==> config.mk <==
export PLATFORM = sky130hd
export DESIGN_NAME = vga_scan
export DESIGN_NICKNAME = d
export VERILOG_FILES = /design/src/rtl/vga_scan.sv
export SDC_FILE = /design/constraint.sdc
export NUM_CORES = 1
export LEC_CHECK = 0
export ABC_AREA = 1
export CAP_MARGIN = 5
export CORE_MARGIN = 3
export CORE_UTILIZATION = 30
export DETAILED_ROUTE_END_ITERATION = 8
export PLACE_DENSITY = 0.62
export REMOVE_ABC_BUFFERS = 1
export SLEW_MARGIN = 20
export SYNTH_ARGS = -nofsm -noshare
export SYNTH_HDL_FRONTEND = slang
export SYNTH_SLANG_ARGS = --single-unit
==> constraint.sdc <==
create_clock -name clk -period 1.9 [get_ports clk]
set_input_delay 0.38 -clock clk [delete_from_list [all_inputs] [get_ports clk]]
set_output_delay 0.38 -clock clk [all_outputs]
set_load 0.02 [all_outputs]
==> src/rtl/vga_scan.sv <==
`default_nettype none
// ============================================================================
// Module   : vga_scan
// Brief    : VGA raster timing generator with pixel-source latency alignment.
//            Optional frame_start pulse when VGA_SCAN_FRAME_PULSE_EN is defined.
// Revision : 1.0 - initial release
// ============================================================================
module vga_scan #(
  parameter int CLK_DIV  = 4,
  parameter int H_ACTIVE = 640,
  parameter int H_FP     = 16,
  parameter int H_SYNC   = 96,
  parameter int H_BP     = 48,
  parameter int V_ACTIVE = 480,
  parameter int V_FP     = 10,
  parameter int V_SYNC   = 2,
  parameter int V_BP     = 33,
  parameter int PIPE_LAT = 1
) (
  input  logic        clk,
  input  logic        rst,
  input  logic [11:0] color,
  output logic [9:0]  vga_x,
  output logic [8:0]  vga_y,
  output logic        pix_en,
  output logic        hsync,
  output logic        vsync,
  output logic [3:0]  vga_r,
  output logic [3:0]  vga_g,
  output logic [3:0]  vga_b
`ifdef VGA_SCAN_FRAME_PULSE_EN
  ,
  output logic        frame_start
`endif
);

  localparam int         c_H_TOTAL  = H_ACTIVE + H_FP + H_SYNC + H_BP;
  localparam int         c_V_TOTAL  = V_ACTIVE + V_FP + V_SYNC + V_BP;
  localparam logic [9:0] c_H_LAST   = 10'(c_H_TOTAL - 1);
  localparam logic [9:0] c_V_LAST   = 10'(c_V_TOTAL - 1);
  localparam logic [9:0] c_H_ACT    = 10'(H_ACTIVE);
  localparam logic [9:0] c_V_ACT    = 10'(V_ACTIVE);
  localparam logic [9:0] c_HS_BEG   = 10'(H_ACTIVE + H_FP);
  localparam logic [9:0] c_HS_END   = 10'(H_ACTIVE + H_FP + H_SYNC);
  localparam logic [9:0] c_VS_BEG   = 10'(V_ACTIVE + V_FP);
  localparam logic [9:0] c_VS_END   = 10'(V_ACTIVE + V_FP + V_SYNC);
  localparam logic [3:0] c_DIV_LAST = 4'(CLK_DIV - 1);

  logic [3:0] r_div;
  logic [9:0] r_h_cnt;
  logic [9:0] r_v_cnt;
  logic       w_tick;
  logic       w_h_wrap;
  logic       w_v_wrap;
  logic       w_h_act;
  logic       w_v_act;
  logic       w_active;
  logic       w_hs_raw;
  logic       w_vs_raw;
  logic       w_active_d;
  logic       w_hs_d;
  logic       w_vs_d;
  logic [3:0] r_r;
  logic [3:0] r_g;
  logic [3:0] r_b;
  logic       r_hs;
  logic       r_vs;

  // Gating with rst keeps the strobe low in reset even when CLK_DIV=1.
  assign w_tick = (r_div == c_DIV_LAST) && !rst;
  assign pix_en = w_tick;

  always_ff @(posedge clk) begin
    if (rst || (r_div == c_DIV_LAST)) begin
      r_div <= '0;
    end else begin
      r_div <= r_div + 4'd1;
    end
  end

  assign w_h_wrap = (r_h_cnt == c_H_LAST);
  assign w_v_wrap = (r_v_cnt == c_V_LAST);

  always_ff @(posedge clk) begin
    if (rst) begin
      r_h_cnt <= '0;
      r_v_cnt <= '0;
    end else if (w_tick) begin
      if (w_h_wrap) begin
        r_h_cnt <= '0;
        r_v_cnt <= w_v_wrap ? 10'd0 : r_v_cnt + 10'd1;
      end else begin
        r_h_cnt <= r_h_cnt + 10'd1;
      end
    end
  end

  assign w_h_act  = (r_h_cnt < c_H_ACT);
  assign w_v_act  = (r_v_cnt < c_V_ACT);
  assign w_active = w_h_act && w_v_act;
  assign w_hs_raw = !((r_h_cnt >= c_HS_BEG) && (r_h_cnt < c_HS_END));
  assign w_vs_raw = !((r_v_cnt >= c_VS_BEG) && (r_v_cnt < c_VS_END));
  assign vga_x    = w_h_act ? r_h_cnt : 10'd0;
  assign vga_y    = w_v_act ? r_v_cnt[8:0] : 9'd0;

  // Delay the timing flags so they line up with the pixel source's colour.
  generate
    if (PIPE_LAT == 0) begin : g_no_pipe
      assign w_active_d = w_active;
      assign w_hs_d     = w_hs_raw;
      assign w_vs_d     = w_vs_raw;
    end else begin : g_pipe
      logic [PIPE_LAT-1:0] r_act_sr;
      logic [PIPE_LAT-1:0] r_hs_sr;
      logic [PIPE_LAT-1:0] r_vs_sr;

      always_ff @(posedge clk) begin
        if (rst) begin
          r_act_sr <= '0;
          r_hs_sr  <= '1;
          r_vs_sr  <= '1;
        end else if (w_tick) begin
          r_act_sr[0] <= w_active;
          r_hs_sr[0]  <= w_hs_raw;
          r_vs_sr[0]  <= w_vs_raw;
          for (int i = 1; i < PIPE_LAT; i++) begin
            r_act_sr[i] <= r_act_sr[i-1];
            r_hs_sr[i]  <= r_hs_sr[i-1];
            r_vs_sr[i]  <= r_vs_sr[i-1];
          end
        end
      end

      assign w_active_d = r_act_sr[PIPE_LAT-1];
      assign w_hs_d     = r_hs_sr[PIPE_LAT-1];
      assign w_vs_d     = r_vs_sr[PIPE_LAT-1];
    end
  endgenerate

  always_ff @(posedge clk) begin
    if (rst) begin
      r_r  <= '0;
      r_g  <= '0;
      r_b  <= '0;
      r_hs <= 1'b1;
      r_vs <= 1'b1;
    end else if (w_tick) begin
      r_r  <= w_active_d ? color[11:8] : 4'd0;
      r_g  <= w_active_d ? color[7:4]  : 4'd0;
      r_b  <= w_active_d ? color[3:0]  : 4'd0;
      r_hs <= w_hs_d;
      r_vs <= w_vs_d;
    end
  end

  assign vga_r = r_r;
  assign vga_g = r_g;
  assign vga_b = r_b;
  assign hsync = r_hs;
  assign vsync = r_vs;

`ifdef VGA_SCAN_FRAME_PULSE_EN
  logic r_frame_start;

  always_ff @(posedge clk) begin
    if (rst) begin
      r_frame_start <= 1'b0;
    end else begin
      r_frame_start <= w_tick && w_h_wrap && w_v_wrap;
    end
  end

  assign frame_start = r_frame_start;
`endif

endmodule
`default_nettype wire
==> flow_summary.yaml <==
logic_synthesis:
  syn_area_per_cell_sq_um: 6.83
  yosys_warnings: 0
  netlist.area_leader.share_pct: 40.0
  yosys.area.top_type: "dfxtp_1"
  yosysMostFrequentCell: "nand2_1"
  synthTopCellsByArea: "dfxtp_1 (40%), nand2_1 (16%), inv_1 (8.0%)"
  synth.cell_area_sq_um: 2050
  synthCells: 301
  ys.flop_type: "dfxtp_1"
  synthDistinctLibCells: 30
  ys_seq_elements: 41
  yosys-top-cells-count: "nand2_1 (85), inv_1 (44), dfxtp_1 (41), nor2_1 (41), nand3_1 (27)"
  ys_seq_area_share_pct: 40.0
  synth-edff-count: 0
  synth-async-reset-ratio_pct: 0
routing:
  num_vias: 2008
  drtAntennaViolNets: 0
  drt-initial-drc-count: 57
  dr.pass1.iters: 4
  post_drt_wl_per_cell_microns: 11.1
  wirelength_microns: 5080
  drc: 0
  via_per_inst: 4.40
critical_path:
  path_common_cell: "inv_2"
  r2r_cells: 7
  slowest_stage: "clkdlybuf4s50_1"
  r2r_start: "r_h_cnt[1]"
  crit_path_max_fanout: 2
  critPathKind: "in2out"
  crit_path_end_kind: "primary output"
  required_ps: 1520
  r2r-end: "r_h_cnt[0]"
  crit_path_cell_trace: "clkdlybuf4s50_1, inv_2, nand3_4, inv_2, dlygate4sd2_1"
  path_buf_inv: 4
  cpPeakStageDelay_ps: 460
  start_kind: "input port"
  rrSetupSlack_ps: 390
  path_delay_family: "buffers and inverters"
  worst_ep_arrival_time_ps: 1430
die:
  die_w_microns: 88.8
  io-pin-count: 48
  dieArea_sq_um: 7880
  core-area_sq_um: 6490
  die_h_microns: 88.8
  initial_utilization_pct: 31.6
  num_rows: 29
timing:
  drv_slew: 0
  hold_violations: 0
  setup_violations: 0
  skew_ps: 5.81
  rsz0062_at_grt: "true"
  setup_tns_ps: 0
  worst_slew_pin_slew_ps: 485
  fin_crit_sh_pct: 95.1
  relSlewSlack_pct: 67.6
  fmax_mhz: 554
  period_minus_slack_ps: 1810
outcome:
  status: "completed"
clock_network:
  cts_sinks: 41
  cts_buffers: 5
  cts-root-buf: "clkbuf_8"
  insertion_delay_ps: 290
  path_clk_slew_ps: 80
  htree_levels: 2
  cts_buffer_depth: 2
  cts_hold_buf: 0
  cts_tree: "done"
grt:
  track_usage_pct: 13.8
  grt_remaining_overflow: 0
  grt_max_degree: 20
  first_global_vias: 1862
  antenna_found_initial: 0
  grt_pass1_wl_microns: 8580
layout:
  multiInputGateArea_sq_um: 1080
  syn2layout_area_growth_pct: 43.8
  fin_nets: 397
  diodes: 0
  seq_area_sq_um: 823
  drive_above_1_share_pct: 22.2
  instances_no_fill: 456
  fill_cells: 675
power_and_ir_drop:
  power_mw: 1.72
  comb_power_share_pct: 6.1
  p_seq_share_pct: 51.3
  power.internal_mw: 1.35
  powerDensity_nw_per_um2: 582
  ir_drop_mv: 0.323
  power_frac_clock_pct: 42.6
  swShare_pct: 21.6
  power.switching_mw: 0.371
  p_leak_nw: 1.38
placement:
  io_buffers: 47
  hpwl_microns: 3690
  place.gp.congestion: 0.808
  placedCellCount: 444
worst_hold_path:
  holdPathStages: 2
  min-delay-start: "vga_r[3]"
  min_to: "vga_r[3]"
  hp-class: "reg2reg"
flow_run:
  drv_cap: 0
-- timing repair --
| item | in CTS | in global routing |
|---|---|---|
| setup endpoints to repair | 19 | 17 |
| gates resized for setup | 62 | 36 |
| pin swaps | 2 | 2 |
| setup buffers | 2 | 1 |
| cloned | 1 | 0 |
-- worst max-delay path by stage --
stage,startpoint,endpoint,slack (ps),cells after the start
4_1_cts,r_v_cnt[7],vga_y[2],9,9
3_3_place_gp,rst,pix_en,-200,5
2_1_floorplan,r_div[0],r_v_cnt[3],320,8
6_report,rst,pix_en,90,5
5_1_grt,r_v_cnt[7],vga_y[1],-30,9
3_5_place_dp,r_h_cnt[8],vga_x[6],-260,5
-- power groups by stage --
stage	combinational (mW)	clock [mW]	sequential, mW
after detailed placement	0.107	0	0.902
after floorplan	0.0451	0	0.900
after global routing	0.117	0.793	0.884
final	0.105	0.734	0.882
after global placement	0.107	0	0.902
after CTS	0.106	0.755	0.882
-- kinds of logic (layout without fill, tap and decap cells) --
family                   Yosys count  after routing  share of synthesized area, %
AO/OA/AOI/OAI                     16             16                          4.57
XOR/XNOR                           7              7                          3.35
adder cells (fa/ha/maj)            5              5                          3.05
buffers and inverters             54            131                          10.7
flip-flops                        41             41                          40.0
AND/OR/NAND/NOR                  178            179                          38.4
-- metal layers --
layer  share of wire [%]  vias to the layer above  global-route usage, %
li1                    -                     1082                      -
met1                  49                      890                   18.8
met2                  46                       31                   21.9
met3                 3.4                        5                   2.33
met4                 1.3                        0                   4.95
met5                   0                        -                      0
-- state kept, by name (all words and copies together) (netlist names) --
name,count
g_pipe.r_act_sr,1
g_pipe.r_hs_sr,1
g_pipe.r_vs_sr,1
hsync,1
r_div,4
r_h_cnt,10
r_v_cnt,10
vga_b,4
vga_g,4
vga_r,4
vsync,1
-- worst register-to-register path: cells and delay by family, from the launching register on --
family	cells	cell delay, ps
AO/OA/AOI/OAI	1	40
adder cells (fa/ha/maj)	1	180
buffers and inverters	1	160
flip-flops	1	380
AND/OR/NAND/NOR	4	660
-- cell type report --
class	instances	share of cell area, %
Multi-Input combinational cell	207	36.7
Sequential cell	41	27.9
Timing Repair Buffer	76	22.3
Inverter	47	5.97
Tap cell	77	3.26
Clock buffer	7	2.92
Clock inverter	1	1.02
-- cells in the final DEF, fill, tap and decap left out, types with 2 or more instances in the layout --
master	n
ha_1	5
clkdlybuf4s15_1	2
clkbuf_2	4
nand4_1	5
xor2_1	6
nor3_1	7
o21ai_0	3
nand2_1	85
dfxtp_1	39
dfxtp_2	2
nor2_1	30
clkdlybuf4s50_1	27
nand3_1	26
nor2_2	11
a21oi_2	2
a21oi_1	6
inv_1	44
buf_4	34
inv_2	3
buf_6	2
buf_2	2
o22ai_1	2
nor2_4	6
nand3_2	4
dlygate4sd2_1	3
clkbuf_8	6
-- through the flow --
step | hold WS, ps | setup slack [ps] | utilization, % | cell area [sq um]
detailed placement | 439 | -257 | 42.9 | 2790
finish | 453 | 94.0 | 45.5 | 2960
floorplan | 418 | 317 | - | 2010
global route | 471 | -26.0 | 45.5 | 2960
global placement | 434 | -202 | 42.9 | 2790
CTS | 455 | 9.02 | 44.4 | 2880
Note: power is estimated with default switching activity, not from simulation.
